### src/rtl/spi_master_arbiter_if.sv
// Requester-side handshake and SPI bus signals of the arbitrated SPI master.
// The master modport is the arbiter side; the slave modport is the requester/bus side.
interface spi_master_arbiter_if #(
  parameter int unsigned NUM_REQ    = 4,
  parameter int unsigned DATA_WIDTH = 8
);
  logic [NUM_REQ-1:0]            req;
  logic [NUM_REQ*DATA_WIDTH-1:0] tx_data;
  logic [NUM_REQ-1:0]            gnt;
  logic                          busy;
  logic                          done;
  logic [DATA_WIDTH-1:0]         rx_data;
  logic                          sclk;
  logic                          cs_n;
  logic                          mosi;
  logic                          miso;

  modport master (
    input  req, tx_data, miso,
    output gnt, busy, done, rx_data, sclk, cs_n, mosi
  );

  modport slave (
    output req, tx_data, miso,
    input  gnt, busy, done, rx_data, sclk, cs_n, mosi
  );
endinterface

### src/rtl/spi_master_arbiter.sv
// SPI master shared by NUM_REQ requesters with round-robin arbitration;
// one full-duplex DATA_WIDTH-bit MSB-first transfer per grant.
module spi_master_arbiter #(
  parameter int unsigned CLK_DIV    = 5,
  parameter int unsigned DATA_WIDTH = 8,
  parameter int unsigned NUM_REQ    = 4,
  parameter bit          CPOL       = 1'b1,
  parameter bit          CPHA       = 1'b1
) (
  input logic                  clk,
  input logic                  rst,
  spi_master_arbiter_if.master bus
);

  localparam int unsigned CW = $clog2(CLK_DIV);
  localparam int unsigned EW = $clog2(2 * DATA_WIDTH + 1);
  localparam int unsigned PW = (NUM_REQ > 1) ? $clog2(NUM_REQ) : 1;
  localparam logic [CW-1:0] CNT_LAST  = CW'(CLK_DIV - 1);
  localparam logic [EW-1:0] EDGE_LAST = EW'(2 * DATA_WIDTH);

  typedef enum logic [2:0] {IDLE, SETUP, XFER, HOLD, GAP} state_t;

  state_t                state;
  logic [CW-1:0]         cnt;
  logic [EW-1:0]         edge_cnt;
  logic [PW-1:0]         ptr;
  logic [DATA_WIDTH-1:0] tx_sr;
  logic [DATA_WIDTH-1:0] rx_sr;

  logic                  win_found;
  logic [PW-1:0]         win_idx;
  logic [PW-1:0]         cand;
  logic [NUM_REQ-1:0]    win_oh;
  logic [DATA_WIDTH-1:0] win_word;

  logic                  cnt_last;
  logic [EW-1:0]         nxt_edge;
  logic                  leading;
  logic                  sample_edge;
  logic                  shift_edge;

  always_comb begin
    win_found = 1'b0;
    win_idx   = '0;
    cand      = '0;
    win_oh    = '0;
    for (int unsigned i = 0; i < NUM_REQ; i++) begin
      cand = PW'((32'(ptr) + i) % NUM_REQ);
      if (!win_found && bus.req[cand]) begin
        win_found = 1'b1;
        win_idx   = cand;
      end
    end
    win_oh[win_idx] = 1'b1;
    win_word = bus.tx_data[32'(win_idx) * DATA_WIDTH +: DATA_WIDTH];
  end

  assign cnt_last    = (cnt == CNT_LAST);
  assign nxt_edge    = edge_cnt + 1'b1;
  assign leading     = nxt_edge[0];
  assign sample_edge = CPHA ? ~leading : leading;
  // With CPHA=1 the MSB is already on mosi, so the first leading edge does not shift.
  assign shift_edge  = CPHA ? (leading && (nxt_edge != EW'(1))) : ~leading;

  always_ff @(posedge clk) begin
    if (rst) begin
      state       <= IDLE;
      cnt         <= '0;
      edge_cnt    <= '0;
      ptr         <= '0;
      tx_sr       <= '0;
      rx_sr       <= '0;
      bus.gnt     <= '0;
      bus.busy    <= 1'b0;
      bus.done    <= 1'b0;
      bus.rx_data <= '0;
      bus.sclk    <= CPOL;
      bus.cs_n    <= 1'b1;
      bus.mosi    <= 1'b0;
    end else begin
      bus.done <= 1'b0;
      case (state)
        IDLE: begin
          if (win_found) begin
            state    <= SETUP;
            cnt      <= '0;
            edge_cnt <= '0;
            rx_sr    <= '0;
            bus.gnt  <= win_oh;
            bus.busy <= 1'b1;
            bus.cs_n <= 1'b0;
            ptr      <= (32'(win_idx) == NUM_REQ - 1) ? '0 : win_idx + 1'b1;
            // tx_sr holds the bits still to follow the one currently on mosi.
            {bus.mosi, tx_sr} <= {win_word, 1'b0};
          end
        end
        SETUP, XFER: begin
          if (cnt_last) begin
            cnt      <= '0;
            bus.sclk <= ~bus.sclk;
            edge_cnt <= nxt_edge;
            if (sample_edge) rx_sr <= {rx_sr[DATA_WIDTH-2:0], bus.miso};
            if (shift_edge) {bus.mosi, tx_sr} <= {tx_sr, 1'b0};
            state <= (nxt_edge == EDGE_LAST) ? HOLD : XFER;
          end else begin
            cnt <= cnt + 1'b1;
          end
        end
        HOLD: begin
          if (cnt_last) begin
            cnt         <= '0;
            bus.cs_n    <= 1'b1;
            bus.mosi    <= 1'b0;
            bus.gnt     <= '0;
            bus.done    <= 1'b1;
            bus.rx_data <= rx_sr;
            state       <= GAP;
          end else begin
            cnt <= cnt + 1'b1;
          end
        end
        GAP: begin
          if (cnt_last) begin
            cnt      <= '0;
            bus.busy <= 1'b0;
            state    <= IDLE;
          end else begin
            cnt <= cnt + 1'b1;
          end
        end
        default: state <= IDLE;
      endcase
    end
  end

endmodule

### src/flat_wrapper.sv
// flat-port wrapper written by rule: the top's interface ports become plain ports
module spi_master_arbiter_flat 
#(
  parameter int unsigned CLK_DIV    = 5,
  parameter int unsigned DATA_WIDTH = 8,
  parameter int unsigned NUM_REQ    = 4,
  parameter bit          CPOL       = 1'b1,
  parameter bit          CPHA       = 1'b1
)
  (clk, rst, bus_req, bus_tx_data, bus_miso, bus_gnt, bus_busy, bus_done, bus_rx_data, bus_sclk, bus_cs_n, bus_mosi);
  spi_master_arbiter_if #(.NUM_REQ(NUM_REQ), .DATA_WIDTH(DATA_WIDTH)) bus_i ();
  input logic clk;
  input logic rst;
  input wire logic [$bits(bus_i.req)-1:0] bus_req;
  input wire logic [$bits(bus_i.tx_data)-1:0] bus_tx_data;
  input wire logic [$bits(bus_i.miso)-1:0] bus_miso;
  output wire logic [$bits(bus_i.gnt)-1:0] bus_gnt;
  output wire logic [$bits(bus_i.busy)-1:0] bus_busy;
  output wire logic [$bits(bus_i.done)-1:0] bus_done;
  output wire logic [$bits(bus_i.rx_data)-1:0] bus_rx_data;
  output wire logic [$bits(bus_i.sclk)-1:0] bus_sclk;
  output wire logic [$bits(bus_i.cs_n)-1:0] bus_cs_n;
  output wire logic [$bits(bus_i.mosi)-1:0] bus_mosi;
  assign bus_i.req = bus_req;
  assign bus_i.tx_data = bus_tx_data;
  assign bus_i.miso = bus_miso;
  assign bus_gnt = bus_i.gnt;
  assign bus_busy = bus_i.busy;
  assign bus_done = bus_i.done;
  assign bus_rx_data = bus_i.rx_data;
  assign bus_sclk = bus_i.sclk;
  assign bus_cs_n = bus_i.cs_n;
  assign bus_mosi = bus_i.mosi;
  spi_master_arbiter #(.CLK_DIV(CLK_DIV), .DATA_WIDTH(DATA_WIDTH), .NUM_REQ(NUM_REQ), .CPOL(CPOL), .CPHA(CPHA)) u_core (.clk(clk), .rst(rst), .bus(bus_i));
endmodule
### config.mk
export PLATFORM = sky130hd
export DESIGN_NAME = spi_master_arbiter_flat
export DESIGN_NICKNAME = d
export VERILOG_FILES = /design/src/rtl/spi_master_arbiter_if.sv /design/src/rtl/spi_master_arbiter.sv /design/src/flat_wrapper.sv
export SDC_FILE = /design/constraint.sdc
export NUM_CORES = 1
export LEC_CHECK = 0
export BUFFER_PORTS_ARGS = -buffer_cell sky130_fd_sc_hd__buf_2
export CORE_UTILIZATION = 47
export CTS_CLUSTER_SIZE = 16
export DETAILED_ROUTE_END_ITERATION = 12
export HOLD_SLACK_MARGIN = 0.03
export PLACE_DENSITY = 0.72
export SLEW_MARGIN = 20
export SYNTH_ARGS = -nofsm -noshare
export SYNTH_HDL_FRONTEND = slang
export SYNTH_SLANG_ARGS = --single-unit
### constraint.sdc
create_clock -name clk -period 2.5 [get_ports clk]
set_input_delay 0.25 -clock clk [delete_from_list [all_inputs] [get_ports clk]]
set_output_delay 0.25 -clock clk [all_outputs]
set_load 0.005 [all_outputs]
After elaboration in Yosys (flattened, before gate mapping) --
Index checks and enable logic that the tools add are counted.
Storage, ports and cells: register bits 46, bits of input ports 39, logic and storage cells 123, output and inout bits 17
Operators by class: reduce and logical (&&, ||, !) cells 28, shift operators 1, multiplexer cells 53, $add $sub $neg 6, magnitude comparators 6, bitwise logic cells 2, eq/ne operators 14
Operator list (number):
- 8-bit 2-to-1 mux | 6
- 8-bit case mux with 2 select lines | 2
- 32-bit by 6-bit indexed part select with 8-bit output | 1
- 1-bit 2-to-1 mux | 18
- 3-bit 2-to-1 mux | 6
- 2-bit by 3-bit less-than comparator with 1-bit output, second input constant | 5
- 3-bit case mux with 4 select lines | 1
- 4-bit AND reduction | 3
- 2-bit 2-to-1 mux | 5
- 5-bit 2-to-1 mux | 2
- 2-bit by 1-bit != test with 1-bit output, second input constant | 5
- 5-bit case mux with 2 select lines | 1
- 3-bit AND reduction | 3
- 1-bit binary-select mux with 2-bit select | 4
- 4-bit 2-to-1 mux | 2
- 4-bit case mux with 2 select lines | 1
- 2-bit AND reduction | 4
- 2-bit nonzero test | 4
- 3-bit by 2-bit == test with 1-bit output, second input constant | 2
- 3-bit == test, second input constant | 2
- 3-bit case mux with 2 select lines | 1
- 5-bit by 1-bit adder with 5-bit output, second input constant | 1
- 5-bit == test, second input constant | 1
- 1-bit logical AND | 5
- 18 further kinds | 25

Depth between registers and ports, before layout --
Gate-level depths: netlist of the first run.
depth in word-level cells 18, gate-level depth with buffers 10, depth with buffers taken out 8

Worst setup path before layout of the first run --
OpenSTA, ideal clock, no wires.
path kind reg2reg, start reg u_core.cnt[0], end reg u_core.tx_sr[6], required time 2409 ps, arrival 1790 ps, cell stages (with the launch flop) 11, library setup time 91 ps, setup slack 619 ps, buffers on the path 2, cell sequence dfxtp_1 inv_1 ha_1 and2_1 clkbuf_2 a21oi_1 a211oi_2 and2_1 buf_4 nor2_1 a311oi_1
Between the ends: longest elaborated chain between the ends 3
RTL lines:
- start: declaration | RTL line spi_master_arbiter.sv:24 | logic [CW-1:0] cnt;
- start signal: assignment | RTL line spi_master_arbiter.sv:106 | cnt <= cnt + 1'b1;
- start signal: assignment | RTL line spi_master_arbiter.sv:119 | cnt <= cnt + 1'b1;
- start signal: assignment | RTL line spi_master_arbiter.sv:128 | cnt <= cnt + 1'b1;
- 3-bit == test | RTL line spi_master_arbiter.sv:58 | assign cnt_last = (cnt == CNT_LAST);
- 2-bit by 1-bit != test with 1-bit output (no source line)
- 4-bit AND reduction (no source line)
- end signal: assignment | RTL line spi_master_arbiter.sv:94 | {bus.mosi, tx_sr} <= {win_word, 1'b0};
- end signal: assignment | RTL line spi_master_arbiter.sv:103 | if (shift_edge) {bus.mosi, tx_sr} <= {tx_sr, 1'b0};
- end: declaration | RTL line spi_master_arbiter.sv:27 | logic [DATA_WIDTH-1:0] tx_sr;
Every way passes these cells. A chain may end at the register's enable or synchronous reset.

Final worst setup path of the first run --
Same ends and word-level chain as after synthesis.

==> key figures, run 1 <==
Hold path
  – Hold path depth: 3
  – Worst hold path class: in2reg

STA
  – Fin. Hold Viols: 0
  – Max_slew headroom: 0.4756
  – Part of the cycle the worst path needs: 0.8862
  – Final Max Tran Viols: 0
  – FMAX: 451.4 MHz
  – Clock period minus worst slack: 2215 ps
  – RSZ-0062 raised after global routing: no
  – Setup Viol. Count Final: 0
  – Clk_skew: 8.322 ps
  – Fin Setup TNS: 0 ps
  – Worst-margin pin slew: 786.6 ps

Clock network
  – Post-CTS Setup Inserts: 0
  – Worst-path clk slew: 90 ps
  – Hold_buf cts: 0
  – H-tree Lvls: 2
  – Clock Path Buffers: 2
  – Clock sinks: 45
  – CTS tree: yes
  – Later-pin clock latency in the skew report: 310 ps
  – Total CTS buffers: 5
  – CTS root buffer: clkbuf_8
  – PostCTS Resize Cnt: 0

Floorplan
  – Die area: 0.005388 sq mm
  – Initial Utilization: 0.4974
  – I/O pin total: 56
  – Die W: 73.40 um
  – Placeable Area: 0.004817 sq mm
  – Die Y: 73.40 um
  – Cell row count: 25

Routing
  – Drc violations: 0
  – Vias per Instance: 5.289
  – Router iterations before antenna repair: 4
  – Routed len/inst: 12.16 um
  – Routed via count: 2126
  – Post-DRT Antenna Nets: 0
  – Drt initial violations: 120
  – Total Wirelength: 4888 um

Outcome
  – Status: complete, no violations

Synth
  – Primary FF master, synth: dfxtp_1
  – Post-synthesis mux area share: 0.07154
  – Asr flop ratio synth: 0
  – Post-synthesis compound-gate area fraction: 0.2198
  – Largest family of logic cells by synthesized area: simple AND/OR/NAND/NOR gates
  – Ys Warns: 0
  – Post-synthesis cell area: 0.002396 sq mm
  – Synth Area in Adders: 0.04700
  – Xor/xnor cell area share of the yosys netlist: 0.01828
  – Sequential area share after synthesis: 0.3760
  – Post-Syn Nets: 331
  – Seq cells post-synth: 45
  – Gate count after technology mapping: 283
  – EDFF count, synth: 0
  – Syn Area/Cell: 8.467 sq um
  – Synth Area in Simple Gates: 0.2251
  – Synth unique cells: 48

Setup path
  – CP max FO: 13
  – Startpoint Class: flip-flop
  – Critical Path AT: 2420 ps
  – Worst reg-to-reg path cell count: 8
  – CP Capture Type: flip-flop
  – Crit Path Class: reg2reg
  – Crit path required time: 2710 ps

Pwr
  – Worst VDD drop: 0.3636 mV
  – Power Density: 544.1 mW/mm^2
  – Leakage Power: 1.156 nW

Global routing
  – Largest net degree at the start of global routing: 46
  – Antenna violations before repair: 0
  – First-pass GRT wire length: 8169 um
  – Vias in the first global route: 1886
  – Gr usage total: 0.1936
  – Total gr overflow: 0

Placed design
  – HPWL Detailed: 3497 um
  – # placed instances: 394
  – Final RePlAce weighted congestion: 0.7885
  – Port bufs: 55

Cells and area
  – Area Overhead vs Synth: 17.02%
  – Filler cell count in the final layout: 467
  – Share of layout cells above drive strength 1: 0.2627
  – Layout Cells excl Fill: 402
  – Nets: 382
  – Reg area: 900.9 sq um
  – Fin util: 0.5821
  – # diodes: 0
  – Footprint of the multi-input gates: 0.001394 sq mm

Run
  – Max_cap viols: 0
==> sequential cells by signal, indices dropped and copies added, names as in the netlist <==
signal	flops
u_core.bus.done	1
u_core.bus.mosi	1
u_core.bus.cs_n	1
u_core.bus.rx_data	8
u_core.bus.sclk	1
u_core.state	3
u_core.bus.gnt	4
u_core.ptr	2
u_core.tx_sr	7
u_core.rx_sr	8
u_core.cnt	3
u_core.bus.busy	1
u_core.edge_cnt	5
==> path summary, 6_finish.rpt <==
kind	start	endpoint	slack (ps)
max	u_core.cnt[0]	u_core.tx_sr[6]	280
min	bus_miso	u_core.rx_sr[0]	190
max reg2reg	u_core.cnt[0]	u_core.tx_sr[6]	280
min reg2reg	u_core.bus.rx_data[6]	u_core.bus.rx_data[6]	460
==> where the power goes <==
part	total, mW	switching [mW]	internal (mW)
Sequential	0.767	0.0233	0.744
Combinational	0.283	0.143	0.141
Clock	0.475	0.273	0.202
==> placed cells by master, fill, tap and decap left out, types with 6 or more instances in the layout <==
cell / count
ha_1: 9
mux2i_1: 7
a2bb2oi_1: 6
buf_2: 55
a21oi_1: 22
a311oi_1: 7
nand3_1: 8
o21ai_0: 8
a22oi_1: 13
nor2b_1: 6
inv_1: 7
mux2_2: 9
nor2_1: 38
dfxtp_1: 45
nand2_1: 35
==> layer usage <==
layer	up-vias	global-route usage	routed length, um
met5	-	0	0
met2	49	0.3251	2256
met4	0	0.06197	55
met3	5	0.04115	216
li1	1106	-	-
met1	966	0.2479	2360
==> logic make-up (layout without fill, tap and decap cells) <==
kind of cell | after synthesis | in the layout
simple gates | 115 | 115
flops | 45 | 45
fa+ha+maj | 9 | 9
xor+xnor | 5 | 5
compound gates | 71 | 71
buf+inv | 22 | 74
mux | 16 | 16
==> final cells by class <==
type                       count  share of cell area
sequential                    45              0.3213
inverter                       7            0.009371
clock buffer                   5             0.02454
multi-input combinational    216              0.4971
clock inverter                 3            0.008925
timing repair buffer          59              0.1089
tap                           67             0.02990
==> through the flow <==
step                      cell area (sq um)  power [mW]  worst slack (ps)  hold slack [ps]
after CTS                              2804       1.537             302.0            185.5
after global placement                 2710       1.064             418.0            438.9
after global routing                   2804       1.599             53.38            217.4
final                                  2804       1.526             284.5            187.1
after detailed placement               2710       1.069             313.7            443.8
after floorplan                        2396      0.9924             618.6            398.3
==> critical path: stages (launching register included) <==
cell and delay [ps]:
dfxtp_1 350, inv_1 60, ha_1 150, and2_1 250, a21oi_1 110, a211oi_2 420, and2_1 440, nor2_1 80
a311oi_1 260
==> cell usage after synthesis (2+ instances only) <==
master	number	area share
dfxtp_1	45	0.38
nor2_1	38	0.060
nand2_1	35	0.055
a21oi_1	22	0.046
a22oi_1	13	0.041
clkbuf_1	10	0.016
ha_1	9	0.047
mux2_2	9	0.042
nand3_1	8	0.017
o21ai_0	8	0.017
a311oi_1	7	0.026
inv_1	7	0.011
mux2i_1	7	0.029
a2bb2oi_1	6	0.022
nor2b_1	6	0.016
nor3_1	5	0.010
nand2b_1	4	0.010
nand4b_1	3	0.011
or2_2	3	0.0078
xor2_1	3	0.011
a211oi_1	2	0.0063
a31oi_1	2	0.0052
and2_1	2	0.0052
buf_2	2	0.0042
nor2_2	2	0.0052
nor3b_1	2	0.0063
xnor2_1	2	0.0073
Note: power is estimated with default switching activity, not from simulation.
==> run 2: changes to the inputs <==
--- a/config.mk
+++ b/config.mk
@@ -6,6 +6,7 @@
 export NUM_CORES = 1
 export LEC_CHECK = 0
 export BUFFER_PORTS_ARGS = -buffer_cell sky130_fd_sc_hd__buf_2
+export CORE_ASPECT_RATIO = 0.7
 export CORE_UTILIZATION = 47
 export CTS_CLUSTER_SIZE = 16
 export DETAILED_ROUTE_END_ITERATION = 12
==> run 2 against run 1 <==
Effect of this change: routed wire length rose by 4.3%; design area is 0.67% higher; sequential share of layout area shrank 0.21 points; combinational power about the same; first-iteration DRC count grew 14%; die area about the same; maximum frequency is 1.6% higher; clock power is 19% higher; flip-flop and latch count unchanged; cell count is 0.25% higher; sequential power barely moved; global-route usage rose by 0.56 points.
==> key figures, run 2 (same netlist as run 1, synthesis figures left out) <==
Pwr
  – Internal power: 1.209 mW (was 1.087 mW)
  – Clock share of power: 0.349 (was 0.312)
  – Final Total Pwr: 1.616 mW (was 1.526 mW)
  – Comb pwr share: 0.177 (was 0.186)
  – Switching share of power: 0.2518 (was 0.2878)
  – Sequential share of power: 0.474 (was 0.503)
  – Worst VDD drop: 0.3513 mV (was 0.3636 mV)
  – Power Density: 572.6 mW/mm^2 (was 544.1 mW/mm^2)
  – Leakage Power: 1.165 nW (was 1.156 nW)
  – NetSw: 0.4069 mW (was 0.4391 mW)

Routing
  – Drt initial violations: 137 (was 120)
  – Post-DRT Antenna Nets: 0 (unchanged)
  – Total Wirelength: 5096 um (was 4888 um)
  – Routed via count: 2141 (was 2126)
  – Drc violations: 0 (unchanged)
  – Vias per Instance: 5.313 (was 5.289)
  – Router iterations before antenna repair: 4 (unchanged)
  – Routed len/inst: 12.65 um (was 12.16 um)

Cells and area
  – Share of layout cells above drive strength 1: 0.2605 (was 0.2627)
  – Filler cell count in the final layout: 472 (was 467)
  – # diodes: 0 (unchanged)
  – Nets: 381 (was 382)
  – Fin util: 0.5839 (was 0.5821)
  – Area Overhead vs Synth: 17.81% (was 17.02%)
  – Most common cell after layout, fill and taps aside: buf_2 (unchanged)
  – Most frequent cells in the layout: 55 x buf_2, 45 x dfxtp_1, 38 x nor2_1 (unchanged)
  – Layout Cells excl Fill: 403 (was 402)
  – Regs by FF count: u_core.bus.rx_data: 8 flops, u_core.rx_sr: 8 flops, u_core.tx_sr: 7 flops (unchanged)

Setup path
  – Worst R2R Setup Slack: 320 ps (was 280 ps)
  – Worst path buffer plus inverter count: 1 (unchanged)
  – CP top delay family: compound AO/OA/AOI/OAI gates (unchanged)
  – Max incr delay on CP: 420 ps (was 440 ps)
  – CP Capture Type: flip-flop (unchanged)
  – CP max FO: 13 (unchanged)
  – Crit-path slowest cell: a211oi_2 (was and2_1)
  – R2R Path Start: u_core.cnt[0] (unchanged)
  – CP cell instances: inv_1 -> ha_1 -> and2_1 -> a21oi_1 -> a211oi_2 -> and2_2 -> nor2_1 -> a311oi_1 (was inv_1 -> ha_1 -> and2_1 -> a21oi_1 -> a211oi_2 -> and2_1 -> nor2_1 -> a311oi_1)
  – Crit path required time: 2700 ps (was 2710 ps)
  – Worst reg-to-reg path cell count: 8 (unchanged)
  – Crit Path Class: reg2reg (unchanged)
  – Critical Path AT: 2380 ps (was 2420 ps)
  – Startpoint Class: flip-flop (unchanged)
  – Reg2Reg Capture Point: u_core.tx_sr[2] (was u_core.tx_sr[6])

Clock network
  – Hold_buf cts: 0 (unchanged)
  – PostCTS Resize Cnt: 0 (unchanged)
  – Worst-path clk slew: 90 ps (about the same)
  – Total CTS buffers: 5 (unchanged)
  – Later-pin clock latency in the skew report: 290 ps (was 310 ps)
  – Post-CTS Setup Inserts: 0 (unchanged)
  – CTS root buffer: clkbuf_8 (unchanged)
  – CTS tree: yes (unchanged)
  – H-tree Lvls: 2 (unchanged)
  – Clock Path Buffers: 2 (unchanged)
  – Clock sinks: 45 (unchanged)

Outcome
  – Status: complete, no violations (unchanged)

Floorplan
  – Die W: 87.34 um (was 73.40 um)
  – Die area: 0.005392 sq mm (was 0.005388 sq mm)
  – Cell row count: 21 (was 25)
  – I/O pin total: 56 (unchanged)
  – Die Y: 61.74 um (was 73.40 um)
  – Placeable Area: 0.004835 sq mm (was 0.004817 sq mm)
  – Initial Utilization: 0.4956 (was 0.4974)

Global routing
  – Total gr overflow: 0 (unchanged)
  – Antenna violations before repair: 0 (unchanged)
  – Vias in the first global route: 1884 (was 1886)
  – Gr usage total: 0.1991 (was 0.1936)
  – First-pass GRT wire length: 8431 um (was 8169 um)
  – Largest net degree at the start of global routing: 46 (unchanged)

Placed design
  – Final RePlAce weighted congestion: 0.7672 (was 0.7885)
  – HPWL Detailed: 3612 um (was 3497 um)
  – Port bufs: 55 (unchanged)
  – # placed instances: 395 (was 394)

Hold path
  – Hold path start: bus_miso (unchanged)
  – Worst hold path class: in2reg (unchanged)
  – Hold path depth: 3 (unchanged)
  – Hold Crit Endpoint: u_core.rx_sr[0] (unchanged)

STA
  – RSZ-0062 raised after global routing: no (unchanged)
  – Part of the cycle the worst path needs: 0.8719 (was 0.8862)
  – Worst-margin pin slew: 805.8 ps (was 786.6 ps)
  – Clock period minus worst slack: 2180 ps (was 2215 ps)
  – FMAX: 458.8 MHz (was 451.4 MHz)
  – Clk_skew: 6.358 ps (was 8.322 ps)
  – Fin Setup TNS: 0 ps (unchanged)
  – Max_slew headroom: 0.4628 (was 0.4756)
  – Worst Hold Slack: 199.1 ps (was 187.1 ps)
  – Final Max Tran Viols: 0 (unchanged)
  – Setup Viol. Count Final: 0 (unchanged)
  – Fin. Hold Viols: 0 (unchanged)

Run
  – Max_cap viols: 0 (unchanged)
[run 2: how the worst max path moves through the flow]
stage                   from         endpoint  slack (ps)  cells after the start
3_5_place_dp   u_core.cnt[0]  u_core.tx_sr[2]         240                      8
5_1_grt        u_core.cnt[0]  u_core.tx_sr[2]          60                      8
4_1_cts        u_core.cnt[0]  u_core.tx_sr[2]         230                      8
2_1_floorplan  u_core.cnt[0]  u_core.tx_sr[6]         620                     10
6_report       u_core.cnt[0]  u_core.tx_sr[2]         320                      8
3_3_place_gp   u_core.cnt[0]  u_core.tx_sr[1]         400                      8
[run 2: area by class of cell]
class / count / area (sq um) / area share
multi-input combinational: 216 / 1395 / 0.4942
sequential: 45 / 900.9 / 0.3191
timing repair buffer: 58 / 297.8 / 0.1055
clock buffer: 7 / 86.33 / 0.03059
tap: 69 / 86.33 / 0.03059
clock inverter: 1 / 30.03 / 0.01064
inverter: 7 / 26.28 / 0.009309
[run 2: power groups by stage]
stage,sequential (mW),clock [mW],combinational [mW]
floorplan,0.778,0,0.215
global placement,0.782,0,0.279
detailed placement,0.782,0,0.285
CTS,0.766,0.569,0.286
global route,0.770,0.600,0.320
finish,0.766,0.564,0.286
[run 2: metrics by stage]
stage	setup WS [ps]	area (sq um)
after CTS	233.6	2821
final	320.3	2823
after global placement	400.2	2705
after global routing	55.32	2823
after detailed placement	238.3	2705
after floorplan	618.6	2396
[run 2: routing by layer]
layer / routed length, um / GRT usage / part of all wire / vias up
met3: 225 / 0.03963 / 0.044 / 4
met4: 31 / 0.03747 / 0.0061 / 0
met5: 0 / 0 / 0 / -
met1: 2662 / 0.2805 / 0.52 / 986
li1: - / - / - / 1108
met2: 2176 / 0.3237 / 0.43 / 43
[run 2: worst min-delay path, cell delays in order]
cell and delay, ps:
buf_2 80, a22oi_1 50, nor2_1 70
